--- config.mk ---
export PLATFORM = sky130hd
export DESIGN_NAME = shift_io_expander
export DESIGN_NICKNAME = d
export VERILOG_FILES = /design/src/rtl/shift_io_expander.sv
export SDC_FILE = /design/constraint.sdc
export NUM_CORES = 1
export LEC_CHECK = 0
export CAP_MARGIN = 20
export CORE_MARGIN = 4
export CORE_UTILIZATION = 48
export CTS_CLUSTER_SIZE = 28
export DETAILED_ROUTE_END_ITERATION = 8
export PLACE_DENSITY = 0.75
export SYNTH_ARGS = -nofsm -noshare
export SYNTH_HDL_FRONTEND = slang
export SYNTH_SLANG_ARGS = --single-unit
--- constraint.sdc ---
create_clock -name i_CLK -period 1.7 [get_ports i_CLK]
set_input_delay 0.17 -clock i_CLK [delete_from_list [all_inputs] [get_ports i_CLK]]
set_output_delay 0.17 -clock i_CLK [all_outputs]
set_load 0.02 [all_outputs]
--- src/rtl/shift_io_expander.sv ---
// shift_io_expander: full-duplex frame controller for a 595 output chain and a 165 input chain on one shift clock.
module shift_io_expander #(
  parameter int OUT_WIDTH = 16,
  parameter int IN_WIDTH  = 21,
  parameter int CLK_DIV   = 10,
  parameter int LSB_FIRST = 0
) (
  input  logic                 i_CLK,
  input  logic                 i_SYS_RESET,
  input  logic                 i_Start,
  input  logic                 i_AutoRefresh,
  input  logic [OUT_WIDTH-1:0] i_OutData,
  output logic [IN_WIDTH-1:0]  o_InData,
  output logic                 o_Busy,
  output logic                 o_Done,
  output logic                 o_SCLK,
  output logic                 o_SDO,
  input  logic                 i_SDI,
  output logic                 o_OutLatch,
  output logic                 o_InLoad
);
  localparam int N  = OUT_WIDTH > IN_WIDTH ? OUT_WIDTH : IN_WIDTH;
  localparam int TW = $clog2(CLK_DIV + 1);
  localparam int KW = $clog2(N + 1);
  localparam logic [TW-1:0] T_LAST = TW'(CLK_DIV - 1);
  localparam logic [KW-1:0] K_LAST = KW'(N - 1);
  localparam logic [KW-1:0] K_IN   = KW'(IN_WIDTH);
  typedef enum logic [2:0] {IDLE, LOAD, SHIFT_LO, SHIFT_HI, LATCH, DONE} state_t;
  state_t state_q, state_d;
  logic [TW-1:0] tick_q, tick_d;
  logic [KW-1:0] k_q, k_d;
  logic [N-1:0] osr_q, osr_d, pad, rev;
  logic [IN_WIDTH-1:0] isr_q, isr_d, in_data_q, in_data_d;
  logic sclk_q, sclk_d, sdo_q, sdo_d, latch_q, latch_d, load_n_q, load_n_d;
  logic busy_q, busy_d, done_q, done_d, phase_end;
  // osr bit 0 is always the next bit on o_SDO; padding zeros sit in the low bits so they go out first
  always_comb begin
    pad = N'(i_OutData);
    for (int i = 0; i < N; i++) rev[i] = pad[N-1-i];
    phase_end = tick_q == T_LAST;
    state_d = state_q;
    k_d = k_q;
    osr_d = osr_q;
    isr_d = isr_q;
    tick_d = (state_q == IDLE || state_q == DONE || phase_end) ? '0 : tick_q + 1'b1;
    case (state_q)
      IDLE: if (i_Start | i_AutoRefresh) begin
        state_d = LOAD;
        k_d = '0;
        osr_d = LSB_FIRST != 0 ? pad << (N - OUT_WIDTH) : rev;
      end
      LOAD: if (phase_end) state_d = SHIFT_LO;
      SHIFT_LO: if (phase_end) begin
        state_d = SHIFT_HI;
        if (k_q < K_IN)
          isr_d = LSB_FIRST != 0 ? IN_WIDTH'({i_SDI, isr_q} >> 1) : IN_WIDTH'({isr_q, i_SDI});
      end
      SHIFT_HI: if (phase_end) begin
        state_d = k_q == K_LAST ? LATCH : SHIFT_LO;
        k_d = k_q + 1'b1;
        osr_d = osr_q >> 1;
      end
      LATCH: if (phase_end) state_d = DONE;
      default: state_d = IDLE;
    endcase
    in_data_d = state_d == DONE ? isr_q : in_data_q;
    sclk_d = state_d == SHIFT_HI;
    sdo_d = (state_d == SHIFT_LO || state_d == SHIFT_HI) ? osr_d[0] : 1'b0;
    latch_d = state_d == LATCH;
    load_n_d = state_d != LOAD;
    busy_d = state_d != IDLE && state_d != DONE;
    done_d = state_d == DONE;
  end
  always_ff @(posedge i_CLK) begin
    if (i_SYS_RESET) begin
      state_q <= IDLE;
      tick_q <= '0;
      k_q <= '0;
      osr_q <= '0;
      isr_q <= '0;
      in_data_q <= '0;
      sclk_q <= 1'b0;
      sdo_q <= 1'b0;
      latch_q <= 1'b0;
      load_n_q <= 1'b1;
      busy_q <= 1'b0;
      done_q <= 1'b0;
    end else begin
      state_q <= state_d;
      tick_q <= tick_d;
      k_q <= k_d;
      osr_q <= osr_d;
      isr_q <= isr_d;
      in_data_q <= in_data_d;
      sclk_q <= sclk_d;
      sdo_q <= sdo_d;
      latch_q <= latch_d;
      load_n_q <= load_n_d;
      busy_q <= busy_d;
      done_q <= done_d;
    end
  end
  assign o_InData = in_data_q;
  assign o_Busy = busy_q;
  assign o_Done = done_q;
  assign o_SCLK = sclk_q;
  assign o_SDO = sdo_q;
  assign o_OutLatch = latch_q;
  assign o_InLoad = load_n_q;
endmodule

-- Yosys cells after proc, flatten, opt, wreduce, memory -nomap -nowiden
Index checks and enable logic that the tools add are counted.
- reductions and logical operators: 11
- $lt $le $gt $ge: 1
- equality and inequality tests: 15
- muxes and demuxes: 13
- add/sub/neg operators: 2
- bitwise logic cells: 2
- operators with widths (kind ; number):
    $mux 21 ; 2
    $pmux 21 s2 ; 1
    $mux 3 ; 6
    $pmux 3 s5 ; 1
    $eq 3x2->1 const B ; 4
    $eq 3x3->1 const B ; 4
    $mux 5 ; 2
    $pmux 5 s2 ; 1
    $reduce_and 3->1 ; 2
    $add 5x1->5 const B ; 1
    $eq 5x5->1 const B ; 1
    $lt 5x5->1 const B ; 1
    $add 4x1->4 const B ; 1
    $eq 4x4->1 const B ; 1
    $reduce_or 2->1 ; 2
    $eq 3x1->1 const B ; 1
    $logic_not 3->1 ; 1
    $logic_or 1x1->1 ; 3
    $ne 3x1->1 const B ; 1
    $ne 3x3->1 const B ; 1
    $reduce_bool 3->1 ; 1
    $ne 2x1->1 const B ; 1
    $ne 2x2->1 const B ; 1
    $reduce_bool 2->1 ; 1
    other kinds (3) ; 3
- input port bits: 21
- flip-flop bits (word level): 81

-- Logic depth before layout (Yosys ltp)
Gate-level depths: netlist (run 1).
- depth in word-level cells: 8
- mapped depth: 7
- mapped depth without buffers: 6

-- Worst setup path after synthesis (run 1)
Ideal clock, no wire load.
- path type: register -> register
- from: reg tick_q[0]
- to: reg in_data_q[0] (netlist: o_InData[0])
- cell stages (with the launch flop): 6
- clock period less this slack: 1590 ps
- data arrival time: 1530 ps
- setup slack: 110 ps
- library setup time: 60 ps
- path buffers: 0
- cells stage by stage: dfxtp_1 ha_1 and4bb_2 a32oi_1 a311oi_4 a22o_1
- word-level cells in the longest chain between the ends: 4
- elaborated cells between the ends (all ways): 7
- those cells by class: 2 x eq/ne; 5 x mux
- ends and longest elaborated chain (element ; RTL line ; text):
    from (decl) ; 30 ; logic [TW-1:0] tick_q, tick_d;
    from (signal assigned) ; 90 ; tick_q <= tick_d;
    $eq 4x4->1 * ; 40 ; phase_end = tick_q == T_LAST;
    $mux 3 (on tied branches) ; - ;
    $pmux 3 s5 * ; 46 ; case (state_q)
    $eq 3x3->1 * ; 66 ; in_data_d = state_d == DONE ? isr_q : in_data_q;
    to (signal assigned) ; 94 ; in_data_q <= in_data_d;
    to (decl) ; 33 ; logic [IN_WIDTH-1:0] isr_q, isr_d, in_data_q, in_data_d;
Mark *: on every way between the ends. The rest lies on a longest branch, timed or not.
A chain may end at the register's enable or synchronous reset.

-- Final worst setup path (run 1)
- from: reg tick_q[1]
- to: reg in_data_q[0] (netlist: o_InData[0])
Same word-level chain as after synthesis.

==> key figures, run 1 <==
Final layout
  – Post-layout util: 63.3%
  – Final net count: 439
  – Ant diodes: 0
  – Layout cell share with drive strength beyond 1: 13.6%
  – Synth-to-Final Area Change: 28.4%

Timing
  – Slew @ Worst Pin: 0.567 ns
  – Clock Skew: 0.00853 ns
  – Endpoints failing setup: 0
  – Fmax achieved: 0.594 GHz
  – Setup TNS: 0 ns
  – Slew Viols, Final: 0
  – Minimum clock period: 1.68 ns
  – RSZ-0062 raised after global routing: true
  – Final Hold Fails: 0
  – Final worst setup slack: 0.0156 ns
  – Final period utilization: 99.1%
  – Worst rel slew slack: 62.2%

Clocking
  – Root Buffer: clkbuf_8
  – Clock Latency Late Sink: 0.35 ns
  – Max clock buf depth: 2
  – TritonCTS clock tree: built
  – CTS buffer count: 9
  – Worst-path clk slew: 0.08 ns
  – H-tree Lvls: 3
  – Hold Buf Count CTS: 0
  – Clock sinks: 81

Worst hold path
  – HP Class: in -> reg

Die
  – Die Y: 88.7 um
  – Row Count: 29
  – Initial Util: 49.3%
  – Die X: 88.7 um
  – CORE AREA: 6350 sq um
  – I/O pin cnt: 48
  – DIE AREA: 7870 sq um

Routing
  – Iteration-0 DRC Markers: 98
  – Via density: 5.46
  – Wirelength per Cell: 13.0 um
  – Drt pass-1 iters: 4
  – Vias after detailed routing: 2707
  – Total detailed-routing wirelength: 6.45 mm
  – ANT nets after route: 0
  – Drt drc: 0

Critical path
  – Worst reg2reg startpoint: tick_q[1]$_SDFF_PP0_
  – CP endpoint kind: flip-flop
  – Worst EP arrival: 1.98 ns
  – R2R Setup Slk: 0.02 ns
  – Crit path to: o_InData[0]$_SDFFE_PP0P_
  – Data required time of the worst path: 2.00 ns
  – Worst Reg2Reg Path Length in Cells: 8
  – Worst path slowest cell: dfxtp_2
  – Crit-path max FO: 4
  – Crit start category: flip-flop
  – Delay of the slowest cell on the worst path: 0.33 ns
  – Setup crit start: tick_q[1]$_SDFF_PP0_
  – Crit-path cells: inv_2 -> ha_4 -> and4bb_2 -> buf_6 -> nand3b_1 -> a311oi_4 -> buf_4 -> a22o_1
  – RR Endpoint: o_InData[0]$_SDFFE_PP0P_
  – CP Class: reg -> reg

Pwr
  – Leakage: 1.40 nW
  – PwrDens: 889 nW/um^2
  – Peak supply drop: 0.000636 V

Synth
  – Synthesized flop and latch total: 81
  – Post-Syn Instances: 356
  – Synth Area per Inst: 8.79 sq um
  – Synth warn: 0
  – Yosys cell types: 37
  – Seq/Total Area, Yosys: 51.8%
  – Mapped Area: 3130 sq um
  – Cell taking the most area after synthesis: dfxtp_1
  – Largest cells by area after synthesis: dfxtp_1 52%, a21oi_1 8.6%, nand2_1 5.6%
  – Syn nets: 381
  – Share of the synthesized area in the top cell type: 51.8%

GRT
  – Total grt overflow: 0
  – First-pass GRT wire length: 10.6 mm
  – Total track usage: 17.0%
  – Initial antenna violation count: 0
  – Pin count of the biggest net entering global routing: 28
  – Vias in the first global route: 2471

Run
  – Max_cap viols: 0

Placed design
  – Dpl ws: -0.132 ns
  – Post-DP HPWL: 4.33 mm
  – GPL Wtd Cong: 0.811
  – PortBufs: 47

Outcome
  – Status: completed
## power by group
part | internal (mW) | total, mW | switching, mW
logic | 0.116 | 0.237 | 0.121
registers | 1.93 | 1.95 | 0.0205
clock network | 0.678 | 1.38 | 0.703
## worst min path at each step
stage / start / to / slack (ns) / cells past startpoint
after detailed placement: o_InData[12]$_SDFFE_PP0P_ / o_InData[12]$_SDFFE_PP0P_ / 0.45 / 2
after global placement: osr_q[13]$_SDFFE_PP0P_ / osr_q[13]$_SDFFE_PP0P_ / 0.44 / 2
after floorplan: i_SYS_RESET / o_Done$_SDFF_PP0_ / 0.26 / 1
after global routing: i_SYS_RESET / o_InData[15]$_SDFFE_PP0P_ / 0.29 / 2
final: i_SYS_RESET / state_q[0]$_SDFF_PP0_ / 0.28 / 2
after CTS: i_SYS_RESET / isr_q[12]$_SDFFE_PP0P_ / 0.26 / 2
## state kept, by name (all words and copies together) (netlist names)
name,flops
isr_q,21
o_InData,21
osr_q,21
k_q,5
tick_q,4
state_q,3
o_Busy,1
o_Done,1
o_InLoad,1
o_OutLatch,1
o_SCLK,1
o_SDO,1
## layer usage
metal | vias up | share of wire [%] | GRT usage (%)
li1 | 1377 | - | -
met1 | 1270 | 44 | 19.9
met2 | 54 | 50 | 28.9
met3 | 6 | 4.9 | 5.03
met4 | 0 | 0.93 | 7.14
met5 | - | 0 | 0
## final cells by class
type                       count  area, sq um
clock buffer                   9          124
clock inverter                 7         70.1
fill                         550         2330
inverter                       6         22.5
multi-input combinational    242         1400
sequential                    81         1620
tap                           77         96.3
timing repair buffer          74          679
## repair_timing
item	in CTS	in global routing
resized for setup	5	10
setup buffers	0	0
pin swaps	1	1
hold endpoints to repair	0	0
setup endpoints to repair	29	48
gates cloned	0	1
## cell families after synthesis
family / Yosys count / synth area share [%]
DFF: 81 / 51.8
xor gates and xnor gates: 3 / 0.840
and+or+nand+nor: 115 / 17.4
muxes: 2 / 0.640
AOI/OAI and AO/OA: 118 / 23.3
buffers and inverters: 33 / 4.40
adders and majority gates: 4 / 1.60
## placed cells by master (no fill, tap or decap), types with 2 or more instances in the layout
cell type        netlist  routed
dfxtp_1               81      79
a21oi_1               54      54
nand2_1               47      47
clkdlybuf4s50_1        0      46
o21ai_0               25      24
buf_4                  1      24
nand3_1               23      23
a22oi_1               21      21
nor2_1                20      19
clkbuf_8               0       9
a22o_1                 8       8
inv_1                  6       5
nor3_1                 5       5
nand3b_1               3       3
ha_1                   4       3
clkinv_2               0       3
buf_6                  0       3
mux2i_1                2       2
xor2_1                 2       2
o21a_1                 2       2
o31ai_1                2       2
or4_1                  2       2
nor4_1                 2       2
dfxtp_2                0       2
## synth_stat cells (all sizes together)
master,number
inv,6
nor2,20
o31ai,2
ha,4
buf,9
nand3,23
a22oi,22
nor2b,1
nand2,47
dfxtp,81
xnor2,1
and3b,2
and2,2
nor3,5
o2111a,1
or3,1
and4b,1
xor2,2
and3,2
clkbuf,18
a22o,8
nand3b,3
a32oi,2
nand2b,1
o21a,2
and4bb,1
or2,1
nor4,3
o21ai,25
mux2i,2
a21oi,54
or4,2
o211ai,1
a311oi,1
## critical path: cells and delay by family (launching register included)
family | cells | cell delay, ns
compound gates | 2 | 0.41
simple gates | 2 | 0.42
fa+ha+maj | 1 | 0.13
flops | 1 | 0.33
buf+inv | 3 | 0.36
## per-stage QoR
stage               instance area (sq um)  instances  total power, mW  hold WS, ns
CTS                                  3980        495             3.61        0.259
floorplan                            3130        356             2.13        0.261
global route                         4020        496             3.72        0.285
global placement                     3770        479             2.22        0.441
finish                               4020        496             3.57        0.276
detailed placement                   3770        479             2.23        0.447
Power figures use the tool's default switching activity.
==> run 2: changes to the inputs <==
==> constraint.sdc (replaced) <==
create_clock -name i_CLK -period 1.52 [get_ports i_CLK]
set_input_delay 0.152 -clock i_CLK [delete_from_list [all_inputs] [get_ports i_CLK]]
set_output_delay 0.152 -clock i_CLK [all_outputs]
set_load 0.02 [all_outputs]
==> run 2 against run 1 <==
The flow now finishes with violations (setup timing). Design area rose by 12%. Clock-buffer cell count rose by 2. Clock power is 17% higher. Sequential power increased by 12%. Clock skew increased by 0.0011 ns. Critical endpoint is now k_q[4]$_SDFFE_PP0P_. Largest power group unchanged.
==> key figures, run 2 (synthesis gave the netlist of run 1 again) <==
GRT
  – Total grt overflow: 0 (unchanged)
  – First-pass GRT wire length: 12.6 mm (was 10.6 mm)
  – Total track usage: 20.5% (was 17.0%)
  – Initial antenna violation count: 0 (unchanged)
  – Pin count of the biggest net entering global routing: 38 (was 28)
  – Vias in the first global route: 2813 (was 2471)

Critical path
  – Setup crit start: tick_q[1]$_SDFF_PP0_ (unchanged)
  – Worst EP arrival: 1.95 ns (was 1.98 ns)
  – Worst reg2reg startpoint: tick_q[1]$_SDFF_PP0_ (unchanged)
  – R2R Setup Slk: -0.14 ns (was 0.02 ns)
  – Crit start category: flip-flop (unchanged)
  – Worst path slowest cell: or4_1 (was dfxtp_2)
  – CP Buf/Inv Count: 2 (was 3)
  – Crit path to: k_q[4]$_SDFFE_PP0P_ (was o_InData[0]$_SDFFE_PP0P_)
  – CP endpoint kind: flip-flop (unchanged)
  – CP Class: reg -> reg (unchanged)
  – Crit-path cells: inv_2 -> ha_4 -> and3b_2 -> a22oi_2 -> buf_4 -> or4_1 -> a21oi_1 (was inv_2 -> ha_4 -> and4bb_2 -> buf_6 -> nand3b_1 -> a311oi_4 -> buf_4 -> a22o_1)
  – Critical path depth in cells: 7 (was 8)
  – Worst Reg2Reg Path Length in Cells: 7 (was 8)
  – Crit-path max FO: 8 (was 4)
  – Data required time of the worst path: 1.81 ns (was 2.00 ns)
  – RR Endpoint: k_q[4]$_SDFFE_PP0P_ (was o_InData[0]$_SDFFE_PP0P_)
  – CP delay by family, top: simple AND/OR/NAND/NOR gates (unchanged)
  – Delay of the slowest cell on the worst path: 0.40 ns (was 0.33 ns)

Clocking
  – Clock Latency Late Sink: 0.35 ns (about the same)
  – Max clock buf depth: 2 (unchanged)
  – TritonCTS clock tree: built (unchanged)
  – Worst-path clk slew: 0.08 ns (about the same)
  – Clock sinks: 81 (unchanged)
  – H-tree Lvls: 3 (unchanged)
  – Hold Buf Count CTS: 0 (unchanged)
  – CTS buffer count: 9 (unchanged)
  – Root Buffer: clkbuf_8 (unchanged)

Routing
  – Wirelength per Cell: 15.3 um (was 13.0 um)
  – Drt pass-1 iters: 4 (unchanged)
  – Iteration-0 DRC Markers: 145 (was 98)
  – Drt drc: 0 (unchanged)
  – ANT nets after route: 0 (unchanged)
  – Total detailed-routing wirelength: 7.96 mm (was 6.45 mm)
  – Via density: 5.59 (was 5.46)
  – Vias after detailed routing: 2902 (was 2707)

Placed design
  – Post-placement cell area: 3880 sq um (was 3770 sq um)
  – PortBufs: 47 (unchanged)
  – Dpl ws: -0.347 ns (was -0.132 ns)
  – Post-DP HPWL: 4.48 mm (was 4.33 mm)
  – Placed Cells: 486 (was 479)
  – GPL Wtd Cong: 0.789 (was 0.811)

Final layout
  – Most common cell after layout, fill and taps aside: dfxtp_1 (unchanged)
  – Synth-to-Final Area Change: 44.4% (was 28.4%)
  – Ant diodes: 0 (unchanged)
  – Non-Filler Instances: 519 (was 496)
  – Final net count: 462 (was 439)
  – Most frequent cells in the layout: 77 x dfxtp_1, 49 x a21oi_1, 45 x clkdlybuf4s50_1, 44 x nand2_1, 32 x buf_4 (was 79 x dfxtp_1, 54 x a21oi_1, 47 x nand2_1, 46 x clkdlybuf4s50_1)
  – Layout cell share with drive strength beyond 1: 26.2% (was 13.6%)
  – Final Cell Area: 4520 sq um (was 4020 sq um)
  – Fill count: 464 (was 550)

Pwr
  – Leakage: 1.59 nW (was 1.40 nW)
  – Power share of the combinational group: 7.6% (was 6.6%)
  – Part of the power in registers: 53.3% (was 54.7%)
  – Clock power share: 39.1% (was 38.7%)
  – Peak supply drop: 0.000722 V (was 0.000636 V)
  – Internal Power: 3.13 mW (was 2.73 mW)
  – Sw power: 0.978 mW (was 0.845 mW)
  – PwrDens: 910 nW/um^2 (was 889 nW/um^2)
  – Sw Share: 23.8% (was 23.7%)

Timing
  – Setup TNS: -4.19 ns (was 0 ns)
  – Slew Viols, Final: 0 (unchanged)
  – Final period utilization: 109% (was 99.1%)
  – Fmax achieved: 0.601 GHz (was 0.594 GHz)
  – Slew @ Worst Pin: 0.482 ns (was 0.567 ns)
  – Final Hold Fails: 0 (unchanged)
  – Endpoints failing setup: 54 (was 0)
  – RSZ-0062 raised after global routing: true (unchanged)
  – Hold slack: 0.227 ns (was 0.276 ns)
  – Clock Skew: 0.00965 ns (was 0.00853 ns)
  – Final worst setup slack: -0.144 ns (was 0.0156 ns)
  – Worst rel slew slack: 67.9% (was 62.2%)
  – Minimum clock period: 1.66 ns (was 1.68 ns)

Die
  – Initial Util: 49.3% (unchanged)
  – Die X: 88.7 um (unchanged)
  – I/O pin cnt: 48 (unchanged)
  – DIE AREA: 7870 sq um (unchanged)
  – Die Y: 88.7 um (unchanged)
  – Row Count: 29 (unchanged)
  – CORE AREA: 6350 sq um (unchanged)

Outcome
  – Failing checks: setup timing
  – Status: finished, violations left (was completed)

Worst hold path
  – HP Class: in -> reg (unchanged)

Run
  – Max_cap viols: 0 (unchanged)
run 2: cell count changes in the layout (fill, tap and decap cells not counted), moves of 3 or more:
cell,delta
buf_12,+3
clkinv_2,-3
o21ai_0,-10
nand3_1,-14
nand3_4,+3
nand2_1,-3
a22oi_1,-3
buf_6,+8
nand3_2,+11
a21oi_1,-5
buf_4,+8
a21oi_2,+5
a22oi_2,+3
o21ai_1,+9
run 2: layout make-up:
| type | instances | area, sq um | area share, % |
|---|---|---|---|
| clock inverter | 5 | 62.6 | 1.39 |
| timing repair buffer | 97 | 977 | 21.6 |
| tap | 77 | 96.3 | 2.13 |
| multi-input combinational | 242 | 1590 | 35.2 |
| inverter | 6 | 22.5 | 0.499 |
| clock buffer | 11 | 141 | 3.13 |
| sequential | 81 | 1630 | 36.0 |
run 2: metrics by stage:
stage	total power, mW	utilization (%)
2_1_floorplan	2.39	-
3_3_place_gp	2.49	61.1
3_5_place_dp	2.50	61.1
4_1_cts	4.11	68.6
5_1_grt	4.28	71.1
6_report	4.11	71.1
run 2: timing repair:
action / 4_1_cts / 5_1_grt
pin swaps: 34 / 10
setup endpoints to repair: 68 / 73
endpoints found under the hold margin: 0 / 0
gates resized for setup: 47 / 36
setup buffers: 5 / 3
gates cloned: 9 / 2
run 2: worst min path at each step:
| stage | startpoint | endpoint | cells past startpoint | slack [ns] |
|---|---|---|---|---|
| after floorplan | i_SYS_RESET | o_Done$_SDFF_PP0_ | 1 | 0.24 |
| after global placement | osr_q[11]$_SDFFE_PP0P_ | osr_q[11]$_SDFFE_PP0P_ | 2 | 0.44 |
| after detailed placement | o_InData[13]$_SDFFE_PP0P_ | o_InData[13]$_SDFFE_PP0P_ | 2 | 0.45 |
| after CTS | i_SYS_RESET | state_q[0]$_SDFF_PP0_ | 2 | 0.21 |
| after global routing | i_SYS_RESET | state_q[0]$_SDFF_PP0_ | 2 | 0.24 |
| final | i_SYS_RESET | isr_q[5]$_SDFFE_PP0P_ | 2 | 0.23 |
run 2: layer usage:
| metal | vias up | part of all wire [%] | GRT usage [%] |
|---|---|---|---|
| met5 | - | 0 | 0 |
| met4 | 0 | 1.6 | 8.65 |
| met3 | 12 | 5.0 | 4.56 |
| met2 | 82 | 53 | 37.4 |
| met1 | 1380 | 40 | 22.6 |
| li1 | 1428 | - | - |
run 2: worst register-to-register path: cells and delay by family, from the launching register on:
| family | cells | cell delay (ns) |
|---|---|---|
| AND/OR/NAND/NOR | 2 | 0.62 |
| buffers and inverters | 2 | 0.24 |
| AO/OA/AOI/OAI | 2 | 0.30 |
| adder cells (fa/ha/maj) | 1 | 0.12 |
| flip-flops | 1 | 0.32 |
run 2: power by group through the flow:
| stage | registers, mW | logic [mW] | clock network, mW |
|---|---|---|---|
| 2_1_floorplan | 2.23 | 0.152 | 0 |
| 3_3_place_gp | 2.23 | 0.256 | 0 |
| 3_5_place_dp | 2.24 | 0.265 | 0 |
| 4_1_cts | 2.19 | 0.295 | 1.63 |
| 5_1_grt | 2.20 | 0.338 | 1.74 |
| 6_report | 2.19 | 0.310 | 1.61 |
==> run 3: changes to the inputs <==
--- a/config.mk
+++ b/config.mk
@@ -11,6 +11,7 @@
 export CTS_CLUSTER_SIZE = 28
 export DETAILED_ROUTE_END_ITERATION = 8
 export PLACE_DENSITY = 0.75
+export SETUP_SLACK_MARGIN = 0.5
 export SYNTH_ARGS = -nofsm -noshare
 export SYNTH_HDL_FRONTEND = slang
 export SYNTH_SLANG_ARGS = --single-unit
==> constraint.sdc (replaced) <==
create_clock -name i_CLK -period 1.3 [get_ports i_CLK]
set_input_delay 0.13 -clock i_CLK [delete_from_list [all_inputs] [get_ports i_CLK]]
set_output_delay 0.13 -clock i_CLK [all_outputs]
set_load 0.02 [all_outputs]
==> run 3 against run 2 <==
Die area unchanged. Largest power group unchanged. Flip-flop and latch count is the same. Routed wire length up 18%. Total power increased by 15%. Fmax decreased by 1.2%. Non-clock buffer count is 25 higher. The flow still finishes with violations (setup timing). Hold slack got worse by 0.078 ns. Setup slack got worse by 0.24 ns. Critical endpoint is now o_InData[3]$_SDFFE_PP0P_. Via count increased by 7.3%.
==> key figures, run 3 (synthesis gave the netlist of run 1 again) <==
Worst hold path
  – HP Class: in -> reg (unchanged)
  – WHS Endpoint: isr_q[0]$_SDFFE_PP0P_ (was isr_q[5]$_SDFFE_PP0P_)
  – Worst Hold Launch: i_SYS_RESET (unchanged)
  – Worst Hold Depth: 2 (unchanged)

Pwr
  – Peak supply drop: 0.00111 V (was 0.000722 V)
  – Internal Power: 3.56 mW (was 3.13 mW)
  – Clock power share: 35.9% (was 39.1%)
  – PwrDens: 941 nW/um^2 (was 910 nW/um^2)
  – Power share of the combinational group: 10.0% (was 7.6%)
  – Leakage: 1.84 nW (was 1.59 nW)
  – Part of the power in registers: 54.0% (was 53.3%)
  – Sw power: 1.18 mW (was 0.978 mW)
  – Sw Share: 24.8% (was 23.8%)
  – Pwr Total: 4.74 mW (was 4.11 mW)

Final layout
  – Post-layout util: 79.3% (was 71.1%)
  – Final net count: 488 (was 462)
  – Layout cell share with drive strength beyond 1: 50.2% (was 26.2%)
  – Most common cell after layout, fill and taps aside: dfxtp_1 (unchanged)
  – Synth-to-Final Area Change: 61.0% (was 44.4%)
  – Ant diodes: 0 (unchanged)
  – Most frequent cells in the layout: 48 x dfxtp_1, 47 x buf_6, 45 x buf_4, 31 x dfxtp_2, 30 x nand2_1 (was 77 x dfxtp_1, 49 x a21oi_1, 45 x clkdlybuf4s50_1, 44 x nand2_1, 32 x buf_4)

GRT
  – First-pass GRT wire length: 13.3 mm (was 12.6 mm)
  – Vias in the first global route: 2864 (was 2813)
  – Total grt overflow: 0 (unchanged)
  – Pin count of the biggest net entering global routing: 31 (was 38)
  – Total track usage: 21.7% (was 20.5%)
  – Initial antenna violation count: 0 (unchanged)

Timing
  – Setup TNS: -21.90 ns (was -4.19 ns)
  – Hold slack: 0.148 ns (was 0.227 ns)
  – Slew Viols, Final: 0 (unchanged)
  – Final period utilization: 130% (was 109%)
  – Final worst setup slack: -0.384 ns (was -0.144 ns)
  – RSZ-0062 raised after global routing: true (unchanged)
  – Endpoints failing setup: 80 (was 54)
  – Slew @ Worst Pin: 0.386 ns (was 0.482 ns)
  – Fmax achieved: 0.594 GHz (was 0.601 GHz)
  – Clock Skew: 0.0103 ns (was 0.00965 ns)
  – Minimum clock period: 1.68 ns (was 1.66 ns)
  – Worst rel slew slack: 74.3% (was 67.9%)
  – Final Hold Fails: 0 (unchanged)

Clocking
  – Worst-path clk slew: 0.08 ns (about the same)
  – CTS buffer count: 9 (unchanged)
  – Clock sinks: 81 (unchanged)
  – TritonCTS clock tree: built (unchanged)
  – H-tree Lvls: 3 (unchanged)
  – Max clock buf depth: 2 (unchanged)
  – Clock Latency Late Sink: 0.35 ns (about the same)
  – Hold Buf Count CTS: 0 (unchanged)
  – Root Buffer: clkbuf_8 (unchanged)

Placed design
  – GPL Wtd Cong: 0.834 (was 0.789)
  – PortBufs: 47 (unchanged)
  – Post-DP HPWL: 4.72 mm (was 4.48 mm)
  – Dpl ws: -0.482 ns (was -0.347 ns)

Die
  – Initial Util: 49.3% (unchanged)
  – CORE AREA: 6350 sq um (unchanged)
  – Row Count: 29 (unchanged)
  – I/O pin cnt: 48 (unchanged)
  – Die Y: 88.7 um (unchanged)
  – DIE AREA: 7870 sq um (unchanged)
  – Die X: 88.7 um (unchanged)

Routing
  – ANT nets after route: 0 (unchanged)
  – Total detailed-routing wirelength: 9.36 mm (was 7.96 mm)
  – Drt pass-1 iters: 5 (was 4)
  – Wirelength per Cell: 17.2 um (was 15.3 um)
  – Via density: 5.71 (was 5.59)
  – Drt drc: 0 (unchanged)
  – Iteration-0 DRC Markers: 140 (was 145)
  – Vias after detailed routing: 3114 (was 2902)

Run
  – Max_cap viols: 0 (unchanged)

Critical path
  – Worst EP arrival: 1.92 ns (was 1.95 ns)
  – Crit start category: flip-flop (unchanged)
  – CP Class: reg -> reg (unchanged)
  – Data required time of the worst path: 1.54 ns (was 1.81 ns)
  – Crit-path max FO: 9 (was 8)
  – Worst reg2reg startpoint: tick_q[1]$_SDFF_PP0_ (unchanged)
  – Worst Reg2Reg Path Length in Cells: 7 (unchanged)
  – CP endpoint kind: flip-flop (unchanged)
  – RR Endpoint: o_InData[3]$_SDFFE_PP0P_ (was k_q[4]$_SDFFE_PP0P_)
  – R2R Setup Slk: -0.38 ns (was -0.14 ns)

Outcome
  – Failing checks: setup timing (unchanged)
  – Status: finished, violations left (unchanged)
run 3: changes by cell type in the layout (fill, tap and decap cells not counted), sizes merged:
cell	change
bufbuf	+1
dlymetal6s2s	-1
a22oi	+1
clkdlybuf4s50	-26
buf	+50
inv	-1
clkbuf	+2
clkinv	+1
bufinv	-1
run 3: worst max-delay path: stages, from the launching register on:
cell	delay, ns
dfxtp_2	0.34
inv_2	0.04
ha_4	0.15
and4bb_2	0.24
a32oi_2	0.31
a311oi_4	0.14
buf_6	0.16
a22o_1	0.19
run 3: layer usage:
metal  part of all wire (%)  GRT usage, %  vias up
met2                     53          38.7       90
met1                     40          25.5     1516
met3                    4.4          3.82       23
met4                    2.3          8.93        0
li1                       -             -     1485
met5                      0             0        -
run 3: metrics by stage:
| step | std cells | area, sq um |
|---|---|---|
| floorplan | 356 | 3290 |
| global placement | 499 | 4080 |
| detailed placement | 499 | 4080 |
| CTS | 528 | 4670 |
| global route | 545 | 5040 |
| finish | 545 | 5040 |
run 3: worst max path at each step:
| stage | slack, ns | from | endpoint |
|---|---|---|---|
| floorplan | -0.24 | tick_q[0]$_SDFF_PP0_ | o_InData[0]$_SDFFE_PP0P_ |
| global placement | -0.42 | i_AutoRefresh | osr_q[15]$_SDFFE_PP0P_ |
| detailed placement | -0.48 | i_AutoRefresh | osr_q[6]$_SDFFE_PP0P_ |
| CTS | -0.35 | tick_q[1]$_SDFF_PP0_ | o_InData[2]$_SDFFE_PP0P_ |
| global route | -0.44 | tick_q[1]$_SDFF_PP0_ | o_InData[20]$_SDFFE_PP0P_ |
| finish | -0.38 | tick_q[1]$_SDFF_PP0_ | o_InData[3]$_SDFFE_PP0P_ |
run 3: timing repair:
action | 4_1_cts | 5_1_grt
cloned | 5 | 4
setup buffers | 8 | 13
pin swaps | 13 | 24
endpoints found under the setup margin | 108 | 108
resized for setup | 239 | 63
run 3: power by group through the flow:
stage	clock network [mW]	registers [mW]	logic [mW]
4_1_cts	1.72	2.56	0.406
5_1_grt	1.85	2.56	0.508
6_report	1.70	2.56	0.476
3_5_place_dp	0	2.61	0.357
3_3_place_gp	0	2.61	0.351
2_1_floorplan	0	2.61	0.205
run 3: layout make-up:
cell class,instances,area (sq um)
clock buffer,12,155
clock inverter,4,26.3
fill,383,1310
inverter,6,22.5
multi-input combinational,243,1790
sequential,81,1670
tap,77,96.3
timing repair buffer,122,1280
